$ cat src/rtl/adder_pkg.sv
// Shared constants, FSM state encoding and sizing helper for the nibble-serial adder.
package adder_pkg;

  localparam int unsigned NIB_W = 4;

  typedef enum logic [1:0] {
    IDLE = 2'd0,
    RUN  = 2'd1,
    DONE = 2'd2
  } state_t;

  // Nibble counter width; a single-nibble adder still needs a 1-bit counter.
  function automatic int unsigned cnt_width(input int unsigned nibbles);
    return (nibbles <= 1) ? 1 : $clog2(nibbles);
  endfunction

endpackage

$ cat src/rtl/adder4bit.sv
// Combinational 4-bit adder stage with carry-in and carry-out.
module adder4bit
  import adder_pkg::*;
(
  input  logic [NIB_W-1:0] A,
  input  logic [NIB_W-1:0] B,
  input  logic             Cin,
  output logic [NIB_W-1:0] S,
  output logic             Cout
);

  // Widen operands by one bit so the carry lands in the MSB.
  assign {Cout, S} = {1'b0, A} + {1'b0, B} + {{NIB_W{1'b0}}, Cin};

endmodule

$ cat src/rtl/nibble_serial_adder.sv
// Multi-nibble adder that reuses one 4-bit stage, LSB nibble first, with handshakes.
module nibble_serial_adder
  import adder_pkg::*;
#(
  parameter int unsigned NIBBLES = 4
) (
  input  logic                     clk,
  input  logic                     rst,
  input  logic [NIB_W*NIBBLES-1:0] A,
  input  logic [NIB_W*NIBBLES-1:0] B,
  input  logic                     Cin,
  input  logic                     in_valid,
  output logic                     in_ready,
  output logic [NIB_W*NIBBLES-1:0] S,
  output logic                     Cout,
  output logic                     out_valid,
  input  logic                     out_ready
);

  localparam int unsigned W  = NIB_W * NIBBLES;
  localparam int unsigned CW = cnt_width(NIBBLES);
  localparam logic [CW-1:0] LAST = CW'(NIBBLES - 1);

  state_t           state;
  logic [W-1:0]     a_reg;
  logic [W-1:0]     b_reg;
  logic             carry;
  logic [CW-1:0]    cnt;
  logic [NIB_W-1:0] a_nib;
  logic [NIB_W-1:0] b_nib;
  logic [NIB_W-1:0] sum_nib;
  logic             sum_cout;

  // Select the operand nibbles addressed by the counter.
  always_comb begin
    a_nib = '0;
    b_nib = '0;
    for (int i = 0; i < int'(NIBBLES); i++) begin
      if (cnt == CW'(i)) begin
        a_nib = a_reg[i*NIB_W +: NIB_W];
        b_nib = b_reg[i*NIB_W +: NIB_W];
      end
    end
  end

  adder4bit u_add (
    .A    (a_nib),
    .B    (b_nib),
    .Cin  (carry),
    .S    (sum_nib),
    .Cout (sum_cout)
  );

  // The carry register is the final carry-out once the last nibble is done.
  assign Cout = carry;

  // Control FSM, operand/sum/carry registers and registered handshake outputs.
  always_ff @(posedge clk) begin
    if (rst) begin
      state     <= IDLE;
      cnt       <= '0;
      carry     <= 1'b0;
      a_reg     <= '0;
      b_reg     <= '0;
      S         <= '0;
      in_ready  <= 1'b1;
      out_valid <= 1'b0;
    end else begin
      case (state)
        IDLE: begin
          if (in_valid && in_ready) begin
            a_reg    <= A;
            b_reg    <= B;
            carry    <= Cin;
            cnt      <= '0;
            in_ready <= 1'b0;
            state    <= RUN;
          end
        end
        RUN: begin
          for (int i = 0; i < int'(NIBBLES); i++) begin
            if (cnt == CW'(i)) begin
              S[i*NIB_W +: NIB_W] <= sum_nib;
            end
          end
          carry <= sum_cout;
          // Stop on the last nibble so the counter never wraps.
          if (cnt == LAST) begin
            out_valid <= 1'b1;
            state     <= DONE;
          end else begin
            cnt <= cnt + CW'(1);
          end
        end
        DONE: begin
          if (out_ready) begin
            out_valid <= 1'b0;
            in_ready  <= 1'b1;
            state     <= IDLE;
          end
        end
        default: begin
          out_valid <= 1'b0;
          in_ready  <= 1'b1;
          state     <= IDLE;
        end
      endcase
    end
  end

endmodule

$ cat config.mk
export PLATFORM = sky130hd
export DESIGN_NAME = nibble_serial_adder
export DESIGN_NICKNAME = d
export VERILOG_FILES = /design/src/rtl/adder_pkg.sv /design/src/rtl/adder4bit.sv /design/src/rtl/nibble_serial_adder.sv
export SDC_FILE = /design/constraint.sdc
export NUM_CORES = 1
export LEC_CHECK = 0
export CAP_MARGIN = 20
export CORE_ASPECT_RATIO = 2
export CORE_MARGIN = 2
export CORE_UTILIZATION = 45
export CTS_CLUSTER_DIAMETER = 80
export DETAILED_ROUTE_END_ITERATION = 8
export GPL_TIMING_DRIVEN = 1
export PLACE_DENSITY = 0.84
export RECOVER_POWER = 50
export SLEW_MARGIN = 10
export SYNTH_ARGS = -nofsm -noshare
export SYNTH_HDL_FRONTEND = slang
export SYNTH_SLANG_ARGS = --single-unit
$ cat constraint.sdc
create_clock -name clk -period 3.1 [get_ports clk]
set_input_delay 0.62 -clock clk [delete_from_list [all_inputs] [get_ports clk]]
set_output_delay 0.62 -clock clk [all_outputs]
set_load 0.03 [all_outputs]
[Yosys cells after proc, flatten, opt, wreduce, memory -nomap -nowiden]
Index checks and enable logic that the tools add are counted.
Storage, ports and cells
  register bits: 55
  output and inout port bits: 19
  logic and storage cells: 62
  bits of input ports: 37
Operators by class
  equal/unequal tests: 9
  mux-type cells: 23
  add/subtract/negate cells: 3
  bitwise logic cells: 2
  reduce and logical (&&, ||, !) cells: 14
Operators with widths (count)
  two-way mux 4 bit: 8
  AND reduction 2 bit: 6
  AND reduction 3 bit: 4
  two-way mux 2 bit: 5
  != test 2 bit, second input constant: 4
  == test 2 bit, second input constant: 3
  one-hot mux 1 bit (3 select lines): 2
  one-hot mux 2 bit (3 select lines): 1
  adder 4 x 4 -> 5 bit: 1
  adder 5 x 1 -> 5 bit: 1
  two-way mux 1 bit: 5
  == test 2 x 1 -> 1 bit, second input constant: 2
  logical NOT 2 bit: 2
  one-hot mux 2 bit (2 select lines): 1
  adder 2 x 1 -> 2 bit, second input constant: 1
  NOT 1 bit: 2
  one-hot mux 1 bit (2 select lines): 1
  nonzero test 2 bit: 1
  logical AND 1 bit: 1

[Logic depth before layout (Yosys ltp)]
  depth in word-level cells: 8
  depth in mapped cells: 11

[Hierarchy]
From an unflattened synthesis, not the netlist that was laid out.
Second synthesis, totals
  cells, all modules: 303
  area, all modules: 2526.2 um^2
Modules (own cells, without submodules)
  nibble_serial_adder: sequential area each 1101.1 um^2, area an instance 2382.3 um^2, instances 1, cells an instance 287
  adder4bit: sequential area each 0.0 um^2, area an instance 143.9 um^2, instances 1, cells an instance 16

[Worst setup path before layout]
No wires, ideal clock.
  path kind: register to register
  from: register cnt[0]
  to: register carry (netlist: Cout)
  path slack: 0.259 ns
  stages on the path, launching flop included: 12
  data required time: 2.966 ns
  data arrival time: 2.707 ns
  period minus slack after synthesis: 2.841 ns
  cell sequence: dfxtp_1 > inv_1 > ha_1 > buf_4 > clkbuf_1 > a21oi_1 > a22o_1 > fa_1 > fa_1 > a21o_1 > a2111oi_0 > nor4b_1
Between the ends
  word-level cells in the longest chain between the ends: 8
  elaborated cells between the ends (all ways): 15
  those cells by class: add/sub (2); eq/ne (3); mux (9); reduce/logical (1)
Ends and longest elaborated chain
  from (decl): RTL line nibble_serial_adder.sv:28  | logic [CW-1:0] cnt;
  from (signal assigned): RTL line nibble_serial_adder.sv:92  | cnt <= cnt + CW'(1);
  logical NOT 2 bit: RTL line nibble_serial_adder.sv:39  | if (cnt == CW'(i)) begin
  two-way mux 4 bit (4 in a row): RTL line nibble_serial_adder.sv:39
  adder 4 x 4 -> 5 bit (*): RTL line adder4bit.sv:13  | assign {Cout, S} = {1'b0, A} + {1'b0, B} + {{NIB_W{1'b0}}, Cin};
  adder 5 x 1 -> 5 bit (*): RTL line adder4bit.sv:13
  one-hot mux 1 bit (2 select lines) (*): RTL line nibble_serial_adder.sv:69  | case (state)
  to (signal assigned): RTL line nibble_serial_adder.sv:74  | carry <= Cin;
  to (signal assigned): RTL line nibble_serial_adder.sv:86  | carry <= sum_cout;
  to (decl): RTL line nibble_serial_adder.sv:27  | logic carry;
Every way passes the cells marked *; elsewhere a longest branch is shown, timed or not.
A chain may end at the register's enable or synchronous reset.

[Worst setup path in the final report]
Same ends and word-level chain as after synthesis.

==> results.md <==
- The number of global-route vias before repair was 2,290.
- The startpoint class of the critical path is a flop.
- Across every metal layer, demand over resource in global routing totals 19.8%.
- The die boundary height is 111 um.
- Grouping stages by cell kind, the critical path spends the most delay in adder cells.
- The wire length reported by the detailed router is 6.04 mm.
- The final layout contains 404 nets.
- The instance area after placement is 3120 sq um.
- The number of antenna violations at the first check in global routing is 0.
- After legalization and detailed placement, the total HPWL measured 4.36 mm.
- The average routed wire per standard cell is 14.4 um.
- The initial core utilization is 46.0%.
- The cell that appears most often on the critical path is sky130_fd_sc_hd__fa_1.
- Setup violations remaining at the end of the flow were counted as 0.
- The overall die area is 6400 sq um.
- The wire length of the first global-routing pass is 10.2 mm.
- The H-tree generated during clock tree synthesis spans 2 levels.
- Summed over all cells, the static leakage comes to 1.24 nW.
- After routing, the total negative slack on setup checks comes to 0 ns.
- Cells with a size suffix above 1 make up 6.69% of the layout.
- The critical path goes through inv_1, ha_2, a21oi_1, o21ai_0, a22o_1, fa_1, fa_1, a21o_1, a2111oi_2, nor4b_1.
- By area the synthesized netlist is led by sky130_fd_sc_hd__dfxtp_1 (43%), sky130_fd_sc_hd__nand2_1 (11%), sky130_fd_sc_hd__a21oi_1 (10%), sky130_fd_sc_hd__ha_1 (3.4%), sky130_fd_sc_hd__a22o_1 (2.7%).
- The CTS sink count is 55.
- The number of placed instances, taps included, is 412.
- The most common cell after layout, fill and taps aside is sky130_fd_sc_hd__nand2_1.
- The count of nets left with antenna violations once routing finished came out at 0.
- Summing all multi-input logic gate instances after layout gives 1310 sq um.
- The max-slew violation count came to 0.
- The post-layout instance count excluding filler cells is 420.
- The total count of hold-check failures in the final report was 0.
- After synthesis, the largest area contributor takes up 42.6% of total cell area.
- Along the worst path, the maximum fanout reaches 11.
- The region available for standard cell placement spans 5610 sq um.
- The number of design-rule violations left by the first detailed-router iteration is 69.
- The max-slew headroom at the worst pin is 4.20%.
- The placer's final routability congestion estimate is 0.865.
- The number of warnings printed during yosys synthesis is 0.
- Counting along the longest clock path gives a buffer depth of 2.
- Summing all non-filler instances in the final layout gives an area of 3270 sq um.
- The number of diodes is 0.
- Summing every instance area after synthesis gives 2580 sq um.
- On the worst path, the slowest cell contributes a delay of 0.43 ns.
- The maximum number of pins on one net before global-route repair is 51.
- The chip width is 57.6 um.
- The floorplan has 39 rows.
- The ratio of routed vias to standard cells is 5.43.
- The filler cells instantiated in the layout total 536.
- The critical path class is reg -> reg.
- The total of hold buffers inserted after clock tree synthesis is 0.
- The sequential fraction of the synthesis area is 42.6%.
- Averaged over all synthesized cells, the footprint is 8.20 sq um.
- The number of search-and-repair iterations in the first detailed-routing pass is 4.
- The share of the clock period used by the worst path is 90.9%.
- In this run, CTS created clock tree buffers numbering 5.
- The worst endpoint required time is 3.27 ns.
- The root buffer cell chosen for the clock tree is sky130_fd_sc_hd__clkbuf_16.
- The max-capacitance violation count is 0.
- The tightest min-delay check is of the reg -> reg type.
- The largest total area in the synthesized netlist belongs to sky130_fd_sc_hd__dfxtp_1.
- The worst setup path is captured at a flop.
- The synthesized netlist contains 34 unique library cells.
- The clock arrives with 0.00592 ns of skew.
- The post-synthesis register bit count is 55.
- From synthesis to final layout, the design area changed by 26.6%.
- The number of input and output port buffers inserted is 55.
- The clock insertion delay at the later pin of the skew report is 0.29 ns.
- Counting every instance in the synthesized netlist gives 315.
- The count of flip-flops with a built-in enable after synthesis is 0.
- Clock-pin slew was measured on the worst setup and hold paths at 0.07 ns.
- The library cell contributing the largest single delay on the critical path is sky130_fd_sc_hd__fa_1.
- STA puts the critical path data arrival time at 2.99 ns.
- The footprint of the flip-flops and latches is 1100 sq um.
- Together, buffers and inverters on the worst path number 1.
- The run finished with clean final reports.
- The async set or reset register ratio after synthesis is 0%.
- In the layout the commonest cells are sky130_fd_sc_hd__nand2_1 (77), sky130_fd_sc_hd__dfxtp_1 (55), sky130_fd_sc_hd__a21oi_1 (52), sky130_fd_sc_hd__clkdlybuf4s50_1 (50), sky130_fd_sc_hd__nor2_1 (17).
- TritonCTS built the clock tree.
- At the pin with the least slew margin, the transition time is 1.44 ns.
- Power spread over the standard cell area amounts to 495 nW/um^2.
- The most used flip-flop cell after synthesis is sky130_fd_sc_hd__dfxtp_1.
- The number of remaining DRC errors is 0.
- IR analysis of the VDD net gives a maximum drop of 481 uV.
- Setup repair after global routing left no endpoint under its margin.
- The final critical-path required period is 2.82 ns.
- The post-synth net total is 361.
- For this run the aggregate overflow at the end of global routing stands at 0.
- 56 I/O pins were placed.
- The highest attainable clock frequency is 355 MHz.
- The via total after detailed routing is 2,280.
==> cells in the mapped netlist, drive strengths merged (5+ instances only) <==
master / number
clkbuf: 7
ha: 7
inv: 11
o21ai: 9
a2111oi: 5
a22o: 8
nor2: 17
mux2i: 6
nand2: 77
dfxtp: 55
buf: 19
a21oi: 55
==> what timing repair did <==
action / CTS / global route
gates resized for setup: 0 / 4
endpoints found under the setup margin: 0 / 1
buffers inserted: 0 / 0
endpoints found under the hold margin: 0 / 0
==> cell type report <==
class	count	area share (%)
Multi-Input combinational cell	223	40.2
Inverter	11	1.26
Clock buffer	5	3.82
Tap cell	61	2.33
Clock inverter	3	0.612
Timing Repair Buffer	62	18.2
Sequential cell	55	33.7
==> metrics by stage <==
step | util (%) | worst slack (ns) | hold slack [ns] | power, mW
3_5_place_dp | 55.6 | 0.162 | 0.448 | 1.08
6_report | 58.3 | 0.283 | 0.457 | 1.62
3_3_place_gp | 55.6 | 0.232 | 0.448 | 1.08
2_1_floorplan | - | 0.259 | 0.436 | 0.974
4_1_cts | 58.2 | 0.152 | 0.457 | 1.63
5_1_grt | 58.3 | 0.0197 | 0.476 | 1.69
==> kinds of logic after synthesis <==
logic type | after synthesis | synth area share, %
buffers and inverters | 37 | 7.55
AOI/OAI and AO/OA | 92 | 22.1
DFF | 55 | 42.6
xor gates and xnor gates | 1 | 0.339
adders and majority gates | 9 | 4.94
muxes | 6 | 2.32
and+or+nand+nor | 115 | 20.1
==> worst reg2reg max path, cell delays in order, from the launching register on <==
cell                        delay, ns
sky130_fd_sc_hd__dfxtp_1         0.39
sky130_fd_sc_hd__inv_1           0.10
sky130_fd_sc_hd__ha_2            0.26
sky130_fd_sc_hd__a21oi_1         0.13
sky130_fd_sc_hd__o21ai_0         0.10
sky130_fd_sc_hd__a22o_1          0.20
sky130_fd_sc_hd__fa_1            0.43
sky130_fd_sc_hd__fa_1            0.42
sky130_fd_sc_hd__a21o_1          0.21
sky130_fd_sc_hd__a2111oi_2       0.36
sky130_fd_sc_hd__nor4b_1         0.09
==> final timing paths <==
check	end	slack, ns	start	cells past startpoint
worst max-delay path	Cout$_SDFFE_PP0P_	0.28	cnt[0]$_SDFFE_PP0P_	10
worst max register to register	Cout$_SDFFE_PP0P_	0.28	cnt[0]$_SDFFE_PP0P_	10
worst min-delay path	a_reg[11]$_SDFFE_PP0P_	0.46	a_reg[11]$_SDFFE_PP0P_	2
worst min register to register	a_reg[11]$_SDFFE_PP0P_	0.46	a_reg[11]$_SDFFE_PP0P_	2
==> where the power goes <==
group / switching, mW / total (mW) / internal [mW]
clock network: 0.252 / 0.550 / 0.298
logic: 0.160 / 0.295 / 0.134
registers: 0.0303 / 0.775 / 0.745
==> routing by layer <==
metal  up-vias  wire (um)  share of wire (%)  global-route usage, %
li1       1156          -                  -                      -
met1      1051       2530                 42                   23.3
met2        65       3100                 51                   35.5
met3         8        299                4.9                   3.03
met4         0        110                1.8                   6.51
met5         -          0                  0                      0
No activity file was read; power rests on OpenSTA's default activity.
==> edit 1 (config.mk and constraints unchanged) <==
Change the package constant `NIB_W` from 4 to 6.
--- a/src/rtl/adder_pkg.sv
+++ b/src/rtl/adder_pkg.sv
@@ -3,3 +3,3 @@
 
-  localparam int unsigned NIB_W = 4;
+  localparam int unsigned NIB_W = 6;
 
Interface: changed (resized A, B and S); port bits go from 56 to 80. The function was not compared with the original's and may differ.
==> edit 1 against the original RTL <==
Wire length grew 59%. Critical path depth grew 3. Setup slack lost 0.044 ns. Combinational power grew 32%. Sequential cell count grew 24. Via count grew 56%. Global-route usage grew 2.9 points. Power grew 61%. Synthesized area grew 45%. Design area grew 49%. Clock skew grew 0.0018 ns.
==> edit 1: results (changes against the original RTL) <==
Global routing
  • Total GRT Usage: 0.228 (+0.0292)
  • Largest net degree at the start of global routing: 50 (-2.0%)
  • Vias in the first global route: 3594 (+57%)
  • Global-route wire length before repair: 15.8 mm (+55%)

Layout
  • Nets@finish: 612 (+51%)
  • Share of layout cells above drive strength 1: 0.0652 (-0.00163)
  • Antenna fix cells: 0 (unchanged)
  • Final Instance Count excl. Fillers: 650 (+55%)

Drt
  • DR pass1 iterations: 5 (+1)
  • Met2 routed WL: 5.40 mm (+74%)
  • Wire per inst: 14.8 um (+2.8%)
  • DR vias/cell: 5.48 (+0.98%)
  • Top metal layer carrying routed signals: met4
  • Total routed wire length on the met1 layer: 3.40 mm (+34%)
  • Detailed-routed wire length on met3: 402 um (+34%)
  • Violation count after the first detailed-route iteration: 333 (+380%)

Run status
  • Status: finished clean

Clocking
  • H-Tree Depth: 3 (+1)
  • Number of gates resized after CTS: 0 (unchanged)
  • Clock slew at reported path FFs: 0.06 ns
  • Maximum count of clock buffers along a single path: 2 (unchanged)
  • Number of buffers added by the clock tree synthesis step: 9 (+4)
  • Post-CTS Setup Repair Bufs: 0 (unchanged)
  • Insertion delay to the later sink of the worst-skew pair: 0.34 ns (+0.05 ns)

Logic synthesis
  • Cell types with the largest area share after synthesis: sky130_fd_sc_hd__dfxtp_1 (42%), sky130_fd_sc_hd__nand2_1 (14%), sky130_fd_sc_hd__a21oi_1 (11%)
  • Most numerous cell types in the synthesized netlist: sky130_fd_sc_hd__nand2_1 (141), sky130_fd_sc_hd__a21oi_1 (85), sky130_fd_sc_hd__dfxtp_1 (79), sky130_fd_sc_hd__nor2_1 (31), sky130_fd_sc_hd__clkbuf_1 (17)
  • Yosys warns: 0 (unchanged)
  • Post-synthesis net count: 552 (+53%)
  • Unique masters post-synth: 40 (+18%)
  • Mean Syn Cell Area: 7.66 um2 (-6.7%)
  • Sequential element share of the synthesized area: 0.423 (-0.00284)

Placed design
  • Placed Instances: 635 (+54%)
  • Sum of net half-perimeters after detailed placement: 7.07 mm (+62%)
  • Routability congestion estimate from global placement: 0.886 (+2.4%)
  • Total of buffers placed on input and output ports: 79 (+44%)

Power and ir drop
  • Cell-internal power: 1960 uW (+67%)
  • Leakage component of the power: 0.00185 uW (+49%)
  • IR drop worst, VDD: 0.332 mV (-31%)

Timing
  • Layout Skew: 0.00770 ns (+0.00178 ns)
  • Transition time of the tightest slew-check pin: 0.903 ns (-0.534 ns)

Setup path
  • Cell with the largest stage delay on the worst path: sky130_fd_sc_hd__fa_1
  • Crit path largest cell delay: 0.41 ns (-0.02 ns)
  • Arrival time of the worst setup path: 3.13 ns (+0.14 ns)
  • Critical path fanouts, max: 16 (+5)
  • Family of cells with the greatest summed delay on the critical path: adder cells

Worst hold path
  • Worst min path class: reg -> reg
## edit 1: cell types whose count changed in the layout (fill, tap and decap cells not counted), sizes merged, moves of 7 or more
cell	before	now
nand3b	4	14
nor2	17	31
a211oi	4	11
a22o	8	0
clkbuf	6	14
dlygate4sd3	4	28
a21oi	55	85
a211o	0	8
nand2	77	141
dfxtp	55	79
## edit 1: power groups by stage
stage | Combinational [uW] | Clock [uW] | Sequential (uW)
floorplan | 226 | 0 | 1130
global placement | 374 | 0 | 1130
detailed placement | 383 | 0 | 1130
CTS | 386 | 1120 | 1110
global route | 430 | 1160 | 1110
finish | 390 | 1110 | 1110
## edit 1: worst min-delay path, delay by kind of cell (launching register included)
family,cells,cell delay (ns)
compound gates,1,0.05
simple gates,1,0.05
flops,1,0.30
## edit 1: final cells by class
| cell class | count | area [um2] |
|---|---|---|
| flip-flops and latches | 79 | 1580 |
| clock inverters | 4 | 70.1 |
| clock buffers | 11 | 243 |
| inverters | 7 | 26.3 |
| fillers | 741 | 3290 |
| multi-input cells | 363 | 2000 |
| well taps | 98 | 123 |
| repair buffers | 88 | 847 |
## edit 1: routing by layer
layer / vias to the layer above / track usage
met5: - / 0
met1: 1626 / 0.234
met3: 39 / 0.0391
met4: 0 / 0.121
met2: 127 / 0.411
li1: 1771 / -
## edit 1: final timing paths
| path | depth (start not counted) | slack [ns] | start | to |
|---|---|---|---|---|
| min | 2 | 0.45 | S[7] | S[7] |
| max | 13 | 0.24 | cnt[1] | S[10] |
| max reg2reg | 13 | 0.24 | cnt[1] | S[10] |
| min reg2reg | 2 | 0.45 | S[7] | S[7] |
## edit 1: through the flow
| step | util | TNS (ns) | worst slack (ns) | cell area [um2] |
|---|---|---|---|---|
| floorplan | - | 0 | 0.434 | 3740 |
| global placement | 0.555 | 0 | 0.326 | 4540 |
| detailed placement | 0.555 | 0 | 0.170 | 4540 |
| CTS | 0.593 | 0 | 0.143 | 4850 |
| global route | 0.598 | -0.0000417 | -0.0000417 | 4890 |
| finish | 0.598 | 0 | 0.239 | 4890 |
## edit 1: logic make-up after synthesis
family,synth area share
XOR/XNOR,0.00234
buffers and inverters,0.0579
AND/OR/NAND/NOR,0.270
AO/OA/AOI/OAI,0.189
multiplexers,0.0164
adder cells (fa/ha/maj),0.0409
flip-flops,0.423
==> edit 2 (same settings) <==
Without the edit above. Encoding of `state_t`: now one-hot (3 bits for 3 states).
--- a/src/rtl/adder_pkg.sv
+++ b/src/rtl/adder_pkg.sv
@@ -5,6 +5,6 @@
 
-  typedef enum logic [1:0] {
-    IDLE = 2'd0,
-    RUN  = 2'd1,
-    DONE = 2'd2
+  typedef enum logic [2:0] {
+    IDLE = 3'b001,
+    RUN  = 3'b010,
+    DONE = 3'b100
   } state_t;
Function: same outputs for any inputs over 10 cycles, from zero or initial values and one cycle with rst high; not proved beyond that.
==> edit 2 against the original RTL <==
Global-route usage decreased by 0.097 points. Synthesized area increased by 0.44%. Count of clock-buffer cells in the layout unchanged. Clock power increased by 16%. Power increased by 6.6%. Wire length decreased by 2.5%. Sequential cell count increased by 1. Design area increased by 1.1%. Die area increased by 0.41%. Setup slack improved by 0.023 ns. Largest cell class unchanged. Largest power group unchanged. Highest routed layer unchanged.
==> edit 2: results (changes against the original RTL) <==
Layout
  • Total area of multi-input combinational cells: 1320 um2 (+0.48%)
  • Utilization after layout: 0.584 (+0.00116)
  • Reg area: 1120 um2 (+1.8%)
  • Multi-input gates: 235 (+5.4%)
  • Share of layout cells above drive strength 1: 0.0514 (-0.0155)
  • Number of non-clock inverters in the layout: 12 (+1)
  • Buffer count excluding the clock tree in the final layout: 59 (-4.8%)

Global routing
  • Total GRT Usage: 0.197 (-0.000970)
  • Global-route wire length before repair: 10.1 mm (-1.6%)

Logic synthesis
  • Most numerous cell types in the synthesized netlist: sky130_fd_sc_hd__nand2_1 (89), sky130_fd_sc_hd__a21oi_1 (56), sky130_fd_sc_hd__dfxtp_1 (56), sky130_fd_sc_hd__clkbuf_1 (12), sky130_fd_sc_hd__inv_1 (12)
  • Cell count after synthesis: 327 (+3.8%)
  • Cell types with the largest area share after synthesis: sky130_fd_sc_hd__dfxtp_1 (43%), sky130_fd_sc_hd__nand2_1 (13%), sky130_fd_sc_hd__a21oi_1 (11%)
  • Unique masters post-synth: 36 (+5.9%)
  • Post-synthesis net count: 373 (+3.3%)
  • FF+latch count, synth: 56 (+1.8%)

Placed design
  • Instance area after placement: 3130 um2 (+0.20%)
  • Routability congestion estimate from global placement: 0.805 (-7.0%)

Run status
  • Status: finished clean

Worst hold path
  • Startpoint of the most critical hold path: a_reg[9]

Setup path
  • Setup crit end: S[15]
  • Worst reg2reg path depth: 11 (+1)
  • R2R Setup Slk: 0.31 ns (+0.02 ns)
  • Family of cells with the greatest summed delay on the critical path: compound AO/OA/AOI/OAI gates

Timing
  • Layout Skew: 0.00946 ns (+0.00354 ns)
  • Worst-case hold slack: 0.457 ns (+0.000513 ns)
edit 2: where the power goes:
| part | switching (uW) | leakage (uW) | internal (uW) |
|---|---|---|---|
| combinational | 161 | 0.000603 | 128 |
| clock | 257 | 0.0000840 | 384 |
| sequential | 33.0 | 0.000456 | 765 |
edit 2: logic make-up (layout without fill, tap and decap cells):
family | after synthesis | count (layout) | share of synthesized area
AO/OA/AOI/OAI | 88 | 88 | 0.200
XOR/XNOR | 1 | 1 | 0.00338
adder cells (fa/ha/maj) | 9 | 9 | 0.0492
buffers and inverters | 36 | 79 | 0.0665
flip-flops | 56 | 56 | 0.432
multiplexers | 2 | 2 | 0.00771
AND/OR/NAND/NOR | 135 | 135 | 0.241
edit 2: routing by layer:
layer / GRT usage / wire length [um] / vias to the layer above
li1: - / - / 1195
met1: 0.208 / 2180 / 1083
met2: 0.355 / 3320 / 51
met3: 0.0383 / 213 / 12
met4: 0.104 / 183 / 0
met5: 0 / 0 / -
